[config.mk]
export PLATFORM = sky130hd
export DESIGN_NAME = seven_seg_scanner_flat
export DESIGN_NICKNAME = d
export VERILOG_FILES = /design/src/rtl/seven_seg_if.sv /design/src/rtl/seven_seg_scanner.sv /design/src/flat_wrapper.sv
export SDC_FILE = /design/constraint.sdc
export NUM_CORES = 1
export LEC_CHECK = 0
export CAP_MARGIN = 40
export CORE_MARGIN = 2
export CORE_UTILIZATION = 53
export DETAILED_ROUTE_END_ITERATION = 10
export PLACE_DENSITY = 0.88
export SLEW_MARGIN = 0
export SYNTH_ARGS = -nofsm -noshare
export SYNTH_HDL_FRONTEND = slang
export SYNTH_SLANG_ARGS = --single-unit
export TNS_END_PERCENT = 5
[constraint.sdc]
create_clock -name clk -period 2.45 [get_ports clk]
set_input_delay 0.3675 -clock clk [delete_from_list [all_inputs] [get_ports clk]]
set_output_delay 0.3675 -clock clk [all_outputs]
set_load 0.02 [all_outputs]
[src/rtl/seven_seg_if.sv]
// Bus between the display-path producer and the 7-segment scanner.
//  master: drives digit data, per-digit attributes, brightness and the load strobe.
//  slave : drives the cathode enables, the segment lines and the frame_done pulse.
interface seven_seg_if #(
  parameter int unsigned NUM_DIGITS = 4
);
  logic [4*NUM_DIGITS-1:0] digits_in;
  logic [NUM_DIGITS-1:0]   dp_in;
  logic [NUM_DIGITS-1:0]   blink_mask;
  logic                    blank_lz;
  logic [3:0]              bright;
  logic                    load;
  logic [NUM_DIGITS-1:0]   cathode;
  logic [7:0]              segmentout;
  logic                    frame_done;

  modport master (
    output digits_in, dp_in, blink_mask, blank_lz, bright, load,
    input  cathode, segmentout, frame_done
  );

  modport slave (
    input  digits_in, dp_in, blink_mask, blank_lz, bright, load,
    output cathode, segmentout, frame_done
  );
endinterface

[src/rtl/seven_seg_scanner.sv]
// N-digit multiplexed 7-segment scanner: one clock, tear-free shadow load,
// leading-zero blanking, per-digit blink, decimal points, PWM brightness.
//  clk, rst_n : system clock, asynchronous active-low reset
//  bus        : seven_seg_if slave side (digits_in/dp_in/blink_mask/blank_lz/bright/load in;
//               cathode/segmentout/frame_done out, all registered)
module seven_seg_scanner #(
  parameter int unsigned NUM_DIGITS   = 4,
  parameter int unsigned REFRESH_DIV  = 100000,
  parameter int unsigned GUARD        = 16,
  parameter int unsigned BLINK_FRAMES = 128,
  parameter bit          ACTIVE_LOW   = 1'b1
) (
  input logic        clk,
  input logic        rst_n,
  seven_seg_if.slave bus
);
  localparam int unsigned PW   = $clog2(REFRESH_DIV);
  localparam int unsigned IW   = $clog2(NUM_DIGITS);
  localparam int unsigned FW   = $clog2(BLINK_FRAMES + 1);
  localparam int unsigned DW   = 4 * NUM_DIGITS;
  localparam int unsigned SPAN = REFRESH_DIV - GUARD;
  localparam int unsigned MW   = PW + 5;

  logic [PW-1:0]         prescaler;
  logic [IW-1:0]         scan_idx;
  logic [FW-1:0]         frame_cnt;
  logic                  blink_phase;
  logic [DW-1:0]         stage_digits, shadow_digits;
  logic [NUM_DIGITS-1:0] stage_dp, shadow_dp;
  logic [NUM_DIGITS-1:0] stage_blink, shadow_blink;
  logic                  pending;
  logic [NUM_DIGITS-1:0] cathode_q;
  logic [7:0]            seg_q;
  logic                  frame_done_q;

  logic                  slot_wrap_c, frame_wrap_c;
  logic                  lit_c, lz_c, blink_off_c;
  logic [MW-1:0]         on_prod_c, win_end_c;
  logic [3:0]            nib_c;
  logic [NUM_DIGITS-1:0] cath_c;
  logic [7:0]            seg_c;

  // Hex to {g,f,e,d,c,b,a}, 1 = lit.
  function automatic logic [6:0] decode(input logic [3:0] n);
    case (n)
      4'h0: decode = 7'h3F;
      4'h1: decode = 7'h06;
      4'h2: decode = 7'h5B;
      4'h3: decode = 7'h4F;
      4'h4: decode = 7'h66;
      4'h5: decode = 7'h6D;
      4'h6: decode = 7'h7D;
      4'h7: decode = 7'h07;
      4'h8: decode = 7'h7F;
      4'h9: decode = 7'h6F;
      4'hA: decode = 7'h77;
      4'hB: decode = 7'h7C;
      4'hC: decode = 7'h39;
      4'hD: decode = 7'h5E;
      4'hE: decode = 7'h79;
      default: decode = 7'h71;
    endcase
  endfunction

  assign slot_wrap_c  = (prescaler == PW'(REFRESH_DIV - 1));
  assign frame_wrap_c = slot_wrap_c && (scan_idx == IW'(NUM_DIGITS - 1));

  // Scan counters and blink timebase.
  always_ff @(posedge clk or negedge rst_n) begin
    if (!rst_n) begin
      prescaler   <= '0;
      scan_idx    <= '0;
      frame_cnt   <= '0;
      blink_phase <= 1'b0;
    end else begin
      prescaler <= slot_wrap_c ? '0 : prescaler + PW'(1);
      if (slot_wrap_c)
        scan_idx <= frame_wrap_c ? '0 : scan_idx + IW'(1);
      if (frame_wrap_c) begin
        if (frame_cnt == FW'(BLINK_FRAMES - 1)) begin
          frame_cnt   <= '0;
          blink_phase <= ~blink_phase;
        end else begin
          frame_cnt <= frame_cnt + FW'(1);
        end
      end
    end
  end

  // Staging/shadow: shadow only changes at a frame boundary, so a frame never mixes data.
  always_ff @(posedge clk or negedge rst_n) begin
    if (!rst_n) begin
      stage_digits  <= '0;
      stage_dp      <= '0;
      stage_blink   <= '0;
      shadow_digits <= '0;
      shadow_dp     <= '0;
      shadow_blink  <= '0;
      pending       <= 1'b0;
    end else begin
      if (bus.load) begin
        stage_digits <= bus.digits_in;
        stage_dp     <= bus.dp_in;
        stage_blink  <= bus.blink_mask;
      end
      if (frame_wrap_c && pending) begin
        shadow_digits <= stage_digits;
        shadow_dp     <= stage_dp;
        shadow_blink  <= stage_blink;
      end
      if (bus.load)
        pending <= 1'b1;
      else if (frame_wrap_c)
        pending <= 1'b0;
    end
  end

  // Slot content: lit window, blanking and glyph for the digit being scanned.
  always_comb begin
    on_prod_c   = MW'(5'(bus.bright) + 5'd1) * MW'(SPAN);
    win_end_c   = MW'(GUARD) + (on_prod_c >> 4);
    lit_c       = (MW'(prescaler) >= MW'(GUARD)) && (MW'(prescaler) < win_end_c);
    nib_c       = shadow_digits[4*scan_idx +: 4];
    blink_off_c = blink_phase && shadow_blink[scan_idx];
    // Blank when this digit and every more-significant digit are zero; digit 0 always shows.
    lz_c = 1'b0;
    if (bus.blank_lz && (scan_idx != '0)) begin
      lz_c = 1'b1;
      for (int unsigned i = 0; i < NUM_DIGITS; i++) begin
        if ((i >= 32'(scan_idx)) && (shadow_digits[4*i +: 4] != 4'h0))
          lz_c = 1'b0;
      end
    end
    cath_c = '0;
    seg_c  = 8'h00;
    if (lit_c) begin
      cath_c[scan_idx] = 1'b1;
      if (blink_off_c)
        seg_c = 8'h00;
      else if (lz_c)
        seg_c = {shadow_dp[scan_idx], 7'h00};
      else
        seg_c = {shadow_dp[scan_idx], decode(nib_c)};
    end
  end

  // Registered outputs with board polarity applied.
  always_ff @(posedge clk or negedge rst_n) begin
    if (!rst_n) begin
      cathode_q    <= {NUM_DIGITS{ACTIVE_LOW}};
      seg_q        <= {8{ACTIVE_LOW}};
      frame_done_q <= 1'b0;
    end else begin
      cathode_q    <= cath_c ^ {NUM_DIGITS{ACTIVE_LOW}};
      seg_q        <= seg_c ^ {8{ACTIVE_LOW}};
      frame_done_q <= frame_wrap_c;
    end
  end

  assign bus.cathode    = cathode_q;
  assign bus.segmentout = seg_q;
  assign bus.frame_done = frame_done_q;
endmodule

[src/flat_wrapper.sv]
// flat-port wrapper written by rule: the top's interface ports become plain ports
module seven_seg_scanner_flat 
#(
  parameter int unsigned NUM_DIGITS   = 4,
  parameter int unsigned REFRESH_DIV  = 100000,
  parameter int unsigned GUARD        = 16,
  parameter int unsigned BLINK_FRAMES = 128,
  parameter bit          ACTIVE_LOW   = 1'b1
)
  (clk, rst_n, bus_digits_in, bus_dp_in, bus_blink_mask, bus_blank_lz, bus_bright, bus_load, bus_cathode, bus_segmentout, bus_frame_done);
  seven_seg_if #(.NUM_DIGITS(NUM_DIGITS)) bus_i ();
  input logic clk;
  input logic rst_n;
  input wire logic [$bits(bus_i.digits_in)-1:0] bus_digits_in;
  input wire logic [$bits(bus_i.dp_in)-1:0] bus_dp_in;
  input wire logic [$bits(bus_i.blink_mask)-1:0] bus_blink_mask;
  input wire logic [$bits(bus_i.blank_lz)-1:0] bus_blank_lz;
  input wire logic [$bits(bus_i.bright)-1:0] bus_bright;
  input wire logic [$bits(bus_i.load)-1:0] bus_load;
  output wire logic [$bits(bus_i.cathode)-1:0] bus_cathode;
  output wire logic [$bits(bus_i.segmentout)-1:0] bus_segmentout;
  output wire logic [$bits(bus_i.frame_done)-1:0] bus_frame_done;
  assign bus_i.digits_in = bus_digits_in;
  assign bus_i.dp_in = bus_dp_in;
  assign bus_i.blink_mask = bus_blink_mask;
  assign bus_i.blank_lz = bus_blank_lz;
  assign bus_i.bright = bus_bright;
  assign bus_i.load = bus_load;
  assign bus_cathode = bus_i.cathode;
  assign bus_segmentout = bus_i.segmentout;
  assign bus_frame_done = bus_i.frame_done;
  seven_seg_scanner #(.NUM_DIGITS(NUM_DIGITS), .REFRESH_DIV(REFRESH_DIV), .GUARD(GUARD), .BLINK_FRAMES(BLINK_FRAMES), .ACTIVE_LOW(ACTIVE_LOW)) u_core (.clk(clk), .rst_n(rst_n), .bus(bus_i));
endmodule
==> results of run 1 <==
==> layout make-up <==
type	count	area [um2]
Multi-Input combinational cell	372	3547
Fill cell	635	2937
Sequential cell	90	2267
Timing Repair Buffer	114	998.5
Tap cell	136	170.2
Clock buffer	10	127.6
Inverter	23	86.33
Clock inverter	6	51.30
==> repair_timing <==
item / CTS / global route
buffers inserted: 3 / 2
pin swaps: 34 / 20
resized for setup: 58 / 19
endpoints found under the setup margin: 28 / 41
gates cloned: 0 / 0
==> power by group through the flow <==
| stage | clock (mW) | sequential (mW) | combinational, mW |
|---|---|---|---|
| detailed placement | 0 | 1.58 | 1.11 |
| global placement | 0 | 1.57 | 1.05 |
| finish | 0.920 | 1.55 | 1.43 |
| global route | 1.00 | 1.55 | 1.52 |
| CTS | 0.930 | 1.55 | 1.26 |
| floorplan | 0 | 1.57 | 0.670 |
==> flip-flops by register name, indices dropped and copies added (netlist names) <==
signal,count
u_core.scan_idx,2
u_core.stage_blink,4
u_core.blink_phase,1
u_core.shadow_blink,4
u_core.bus.segmentout,8
u_core.shadow_digits,16
u_core.stage_digits,16
u_core.stage_dp,4
u_core.shadow_dp,4
u_core.prescaler,17
u_core.bus.frame_done,1
u_core.pending,1
u_core.frame_cnt,8
u_core.bus.cathode,4
==> synthesized netlist by cell type, types with 3 or more instances <==
| cell | number | area, um2 |
|---|---|---|
| dfrtp_1 | 78 | 1952 |
| ha_1 | 58 | 725.7 |
| nand2_1 | 32 | 120.1 |
| nor2_1 | 32 | 120.1 |
| mux2_2 | 29 | 326.6 |
| xor2_1 | 24 | 210.2 |
| nand3_1 | 22 | 110.1 |
| inv_1 | 21 | 78.83 |
| mux2_1 | 20 | 225.2 |
| xnor2_1 | 19 | 166.4 |
| a21oi_1 | 16 | 80.08 |
| o21ai_0 | 15 | 75.07 |
| dfstp_2 | 12 | 315.3 |
| nor3_1 | 10 | 50.05 |
| nand4_1 | 9 | 56.30 |
| a211oi_1 | 8 | 60.06 |
| clkbuf_1 | 7 | 26.28 |
| nand2_2 | 7 | 43.79 |
| and2_1 | 5 | 31.28 |
| mux4_2 | 5 | 112.6 |
| nor2b_1 | 5 | 31.28 |
| nor4_1 | 5 | 31.28 |
| o22ai_1 | 5 | 31.28 |
| and3_1 | 4 | 25.02 |
| buf_1 | 4 | 15.01 |
| o21ai_1 | 4 | 20.02 |
| a21o_1 | 3 | 22.52 |
==> cell families after synthesis <==
| family | Yosys count | synth area share, % |
|---|---|---|
| simple gates | 144 | 13.33 |
| flops | 90 | 41.51 |
| compound gates | 67 | 8.431 |
| fa+ha+maj | 58 | 13.29 |
| mux | 57 | 12.81 |
| xor+xnor | 46 | 7.996 |
| buf+inv | 36 | 2.635 |
==> per-layer routing <==
| metal | up-vias | track usage (%) |
|---|---|---|
| met3 | 65 | 4.020 |
| li1 | 2001 | - |
| met4 | 0 | 10.81 |
| met5 | - | 0 |
| met2 | 181 | 43.92 |
| met1 | 2202 | 30.11 |
==> stage by stage <==
step,cells,hold WS (ns),area [um2]
finish,751,-0.01381,7248
global route,751,0.02021,7248
CTS,749,0.009043,7138
detailed placement,730,0.4039,6660
global placement,730,0.3930,6660
floorplan,498,0.07191,5622
==> final timing paths <==
check                                            from                        to  slack, ns  cells after the start
worst max-delay path                    bus_bright[0]  u_core.bus.segmentout[4]      -1.86                     22
worst min-delay path                            rst_n     u_core.bus.frame_done      -0.01                      1
worst max register to register     u_core.scan_idx[0]  u_core.bus.segmentout[6]       0.12                      8
worst min register to register  u_core.stage_blink[0]    u_core.shadow_blink[0]       0.48                      1
max in group asynchronous                       rst_n  u_core.bus.segmentout[4]       1.79                      2
min in group clk                u_core.stage_blink[0]    u_core.shadow_blink[0]       0.48                      1
==> summary by stage, run 1 <==
Clock network
The number of buffers added to fix hold violations after cts is 0. The H-tree generated during clock tree synthesis spans 3 levels. The clock sink total is 90. The root cell of the clock tree is clkbuf_8. Counting the buffers created by CTS gives 9. The maximum root-to-sink buffer count is 2.

The clock slew at the register clock pins of the worst setup and hold paths is 0.09 ns. The CTS tree is done. The clock latency on the worst-skew pair is 0.36 ns.

Logic synthesis
The cell area after technology mapping is 5461 um2. Counting flops with an async set or reset pin after synthesis yields a share of 100.0%. The total of warnings raised by yosys is 0.

Of the synthesized area, sequential elements account for roughly 42%. Synthesis produced a netlist with a net count of 588. The number of synthesized flops with an enable pin is 0.

The synthesized design contains 90 register bits. The post-synthesis instance total is ~500. The average instance area after synthesis is 10.97 um2. The top flip-flop cell by instance count after synthesis is dfrtp_1. In this run, distinct cell masters in the synthesized netlist total 56.

Setup path
The stage delay of the slowest cell on the critical path is 0.39 ns. Traced cell by cell, the critical path runs through buf_8 -> ha_4 -> xor2_4 -> ha_4 -> ha_4 -> ha_4 -> ha_4 -> nand2_4 -> o21ai_1 -> a21oi_2 -> xor2_2 -> a2111oi_4 -> buf_4 -> nand2_1 -> nor3_1 -> xnor2_1 -> ha_1 -> a21oi_1 -> o21ai_2 -> o21ai_4 -> buf_12 -> nand2_2. Of all nets on the critical path, the largest fanout is 7.

The slowest stage of the critical path belongs to the cell a2111oi_4. The startpoint kind of the worst setup timing path is a primary input. The cell repeated most along the worst path is ha_4. Data arrives at the worst endpoint at between 4 and 5 ns. The critical path capture point type is a register. The family with the most delay on the worst path is adder cells. The number of buffers and inverters on the critical path is 3.

At the worst endpoint, the required time is 2.74 ns. The critical path in this run is classified as primary input to register.

Status
The final reports fail on hold timing, setup timing. The flow ran to the end, but the final reports show violations.

Final layout
The most common cell after layout, fill and taps aside is dfrtp_1. The repair_antennas step left the layout with diodes totalling 0. For this run, the share of the core covered by cells in the final layout is 71.17%. Compared with the post-synthesis result, the final layout area differs by 32.71%. The layout net count is 700. Leaving out fill and tap cells, the most frequent cells in the layout are dfrtp_1 (78), buf_4 (68), clkdlybuf4s50_1 (39). The post-route netlist has 34.80% of its cells at a drive strength greater than 1.

Global routing
Global routing used 24.92% of the available tracks. The first global-routing pass estimated 22090 um of wire. Entering global routing, the biggest net connects 47 pins.

The number of global-route vias before repair is 4552. The final global-route overflow total is 0. The initial antenna violation count came to 0.

STA
The fmax is 232.2 MHz. The accumulated negative setup slack is -21.80 ns. Setup repair after global routing could not meet its margin everywhere. The worst-case setup margin in the final layout is -1.857 ns. Setup violations remaining at the end of the flow were counted as 12.

The share of the cycle needed by the critical path after routing is 175.8%. The number of pins with negative max-slew slack in the final report is 0. The final count of hold timing violations is 6. The tightest hold path in the finished design has a slack of -0.01381 ns. For the pin with the worst max-slew slack, the measured transition is 0.5753 ns. The final critical path time including I/O delays and setup is 4.307 ns. The worst max-slew margin expressed relative to the limit is between 60% and 70%. The post-route clock skew is 0.009306 ns.

Die
The overall die area is 11130 um2. The vertical extent of the die is 105.5 um. The starting density of the core is between 50% and 60%.

In this run the horizontal extent of the chip is around 110 um. The boundary pin count is 45. In this run the core area contains 37 standard-cell rows. The area of the core is just over 10000 um2.

Pwr
In this run, flip-flops and latches consume 39.7% of the power. The power spent charging and discharging nets is 1.277 mW. Net switching is 32.77% of the power. Power comes to 3.897 mW. Summed over all cells, the static leakage comes to 3.222 nW. The worst supply voltage drop on vdd is around 0.68 mV. The internal power consumption is 2.620 mW. Power spread over the standard cell area amounts to 537.7 nW/um2. The clock network power share is 23.6%. The power share of the combinational group is 36.7%.

Drt
Wire segments on met3 add up to approximately 680 um in the final route. Before antenna repair, the detailed router went through 5 iterations. The overall via count from detail_route is 4449.

The detail-routed via count per cell is 5.924. The wire length on met2 is between 7000 and 8000 um. In the final routed layout, each cell accounts on average for 18.63 um. The highest routing layer actually used is met4. The DRC violation count after routing is 0. For this block, wires on met1 add up to about 5400 um. The number of nets with antenna violations after detailed routing is 0. The number of violations reported at the end of detailed-routing iteration 0 is 202. The routed wire length is about 14000 um.

Placed design
In this run the tool buffered the top-level ports with 44 buffer cells. The routability congestion estimate from global placement is 0.8946. The worst setup slack after placement is -2.901 ns. The post-DP HPWL is 9315 um.

Min path
The tightest min-delay check is of the primary input to async pin type.

Flow run
The tool flagged a number of max-cap violations equal to 0.
Note: power is estimated with default switching activity, not from simulation.
==> run 2: changes to the inputs <==
--- a/config.mk
+++ b/config.mk
@@ -6,6 +6,7 @@
 export NUM_CORES = 1
 export LEC_CHECK = 0
 export CAP_MARGIN = 40
+export CORE_ASPECT_RATIO = 0.75
 export CORE_MARGIN = 2
 export CORE_UTILIZATION = 53
 export DETAILED_ROUTE_END_ITERATION = 10
==> run 2 against run 1 <==
Effect of this change: the flow finishes with violations (setup timing); die area is essentially flat; non-clock buffer count grew 8; worst hold slack gained 0.43 ns; cell area grew 2.9%; sequential power is essentially flat; largest power group unchanged; register-to-register slack lost 0.25 ns; global-route usage grew 6.2 points; maximum frequency shrank 7.3%.
==> summary by stage, run 2 (synthesized netlist as in run 1, its figures left out) <==
Die
The area of the core is 10170 um2. The starting density of the core is 53.70%. In this run the vertical extent of the chip is 91.91 um.

The total number of placement rows is 32. 45 I/O pins were placed. The overall die width is 121.2 um. The overall die area is 11140 um2.

Clock network
In this run the clock root is driven by a clkbuf_16. The clock reaches the later pin of the worst-skew pair after 0.35 ns. The maximum root-to-sink buffer count is 2. TritonCTS built the clock tree. The number of clock buffers inserted by TritonCTS is 9. The number of levels the H-tree was split into is 3. The clock slew at the register clock pins of the worst setup and hold paths is 0.07 ns.

The clock sink total is 90.

Final layout
In the final layout, the registers with the most flip-flops are u_core.prescaler (17), u_core.shadow_digits (16), u_core.stage_digits (16). Leaving out fill and tap cells, the most frequent cells in the layout are dfrtp_1 (76), buf_4 (72), clkdlybuf4s50_1 (39). Summing all non-filler instances in the final layout gives an area of 7460 um2. In the final layout, the multi-input gates occupy 3540 um2. The top register by number of flip-flops is u_core.prescaler. The filler-free cell count of the finished design is 759. The fraction of final layout cells sized beyond drive strength 1 is 36.12%.

Compared with the post-synthesis result, the final layout area differs by 36.59%. Leaving out fill and tap cells, the most frequent cell in the layout is dfrtp_1. The fraction of the core area covered by cells at the end of the flow is ~73%. The number of fill cells in the layout is 569. The antenna diode count is 0.

The layout net count is 708. The sequential cells in the finished layout cover a total of 2270 um2. The register with the most flip-flops in the layout has 17 of them.

Flow run
The number of violations of the max-capacitance limit is 0.

Global routing
The first global-routing pass estimated around 27000 um of wire. The overall global routing resource usage is 31.15%. Entering global routing, the biggest net connects 80 pins. The initial antenna violation count was 0. The final global-route overflow total is 0.

The number of global-route vias before repair is 4914.

STA
On the final layout, the worst hold slack is 0.4145 ns. The share of the cycle needed by the critical path after routing is 189.7%. On the final layout, the worst clock skew is 0.01166 ns. In the post-route analysis, the smallest setup slack over all paths is -2.198 ns.

Setup repair after global routing could not meet its margin everywhere. The final count of hold timing violations is 0. For the pin with the worst max-slew slack, the measured transition is 0.9212 ns.

In this run the tightest slew margin relative to its limit is roughly two fifths. Adding up every negative setup slack in the final design gives -25.92 ns. The setup violation total in the final timing report is 12.

The smallest clock period supported by the final layout is computed as ~4.6 ns. The number of pins with negative max-slew slack in the final report is 0. Based on the critical path, the design can be clocked at up to 215.1 MHz.

Setup path
For the worst setup path, the data required time is 2.71 ns. The data arrival time of the critical path is 4.91 ns. The critical path is of the primary input to register type. STA classifies the critical path startpoint as a primary input. Along the worst path, the maximum fanout reaches 7. The most critical setup path has its startpoint at bus_bright[1]. STA classifies the critical path endpoint as a register. The beginning of the worst register-to-register path is u_core.scan_idx[0].

Drt
The number of violations reported at the end of detailed-routing iteration 0 is roughly 590. The detail-routed via count per cell is 6.740. The average wire per standard cell is 25.24 um. The routed wire length is ~19000 um. The overall via count from detail_route is 5116. The number of nets with antenna violations after detailed routing is 0. For this run, design rule violations remaining after detail routing come to 0. The first detailed-routing pass took 6 iterations.

Min path
The path type of the worst min-delay path is primary input to async pin.

Pwr
The ratio of total power to cell area is 602.4 nW/um2. The worst supply voltage drop on vdd is between 0.4 and 0.5 mV. The standby leakage power is 3.320 nW. The total power after layout is 4.494 mW.

Status
The final reports fail on setup timing. The run finished, with violations left.

Placed design
The routability congestion estimate from global placement is around 0.86. Before CTS, the worst setup slack after placement is -3.020 ns. Including well taps, the total number of placed cells is 731. Detailed placement finished with a half-perimeter wire length of 9830 um. The quantity of I/O buffers inserted on ports is 44. After detailed placement, the total cell area comes to between 6000 and 7000 um2.
==> run 2: worst paths after layout <==
path,end,slack [ns],depth (start not counted)
worst min-delay path,u_core.frame_cnt[7],0.41,2
min in group clk,u_core.frame_cnt[6],0.48,1
worst max register to register,u_core.bus.segmentout[0],-0.13,7
worst min register to register,u_core.frame_cnt[6],0.48,1
max in group asynchronous,u_core.prescaler[1],1.38,3
worst max-delay path,u_core.bus.segmentout[7],-2.20,25
==> run 2: report_power, final <==
group          total, mW  leakage [nW]  switching, mW  internal (mW)
Combinational       1.55          2.04          0.799          0.749
Clock               1.39         0.145          0.666          0.725
Sequential          1.55          1.14         0.0274           1.53
Total               4.49          3.32           1.49           3.00
==> run 2: what timing repair did <==
| action | 4_1_cts | 5_1_grt |
|---|---|---|
| setup buffers | 5 | 7 |
| pin swaps | 23 | 28 |
| resized for setup | 50 | 33 |
| hold buffers | 1 | 0 |
| setup endpoints to repair | 14 | 41 |
| gates cloned | 0 | 0 |
| endpoints found under the hold margin | 9 | 0 |
==> run 2: layout make-up <==
class | count | area share (%)
sequential | 90 | 30.43
tap | 136 | 2.281
timing repair buffer | 122 | 14.63
clock buffer | 9 | 3.019
multi-input combinational | 372 | 47.45
inverter | 23 | 1.191
clock inverter | 7 | 1.006
==> run 2: layer usage <==
| metal | GRT usage (%) | wire [um] |
|---|---|---|
| met5 | 0 | 0 |
| met4 | 14.85 | 1630 |
| met3 | 6.281 | 2014 |
| met2 | 50.19 | 8667 |
| met1 | 40.45 | 6846 |
==> run 2: worst max-delay path: stages <==
cell and delay [ns]:
buf_12 0.11, ha_4 0.18, xor2_4 0.16, buf_6 0.13, ha_4 0.27, ha_4 0.21
ha_4 0.25, ha_4 0.18, buf_12 0.13, a21oi_4 0.18, o21ai_1 0.12, a21oi_1 0.21
xor2_1 0.34, buf_4 0.21, xor2_1 0.20, ha_1 0.27, nand4_1 0.18, nor2_4 0.08
a211oi_2 0.28, o21ai_1 0.13, a211oi_2 0.21, o21ai_1 0.09, o21ai_2 0.14, buf_12 0.18
nand4_4 0.08
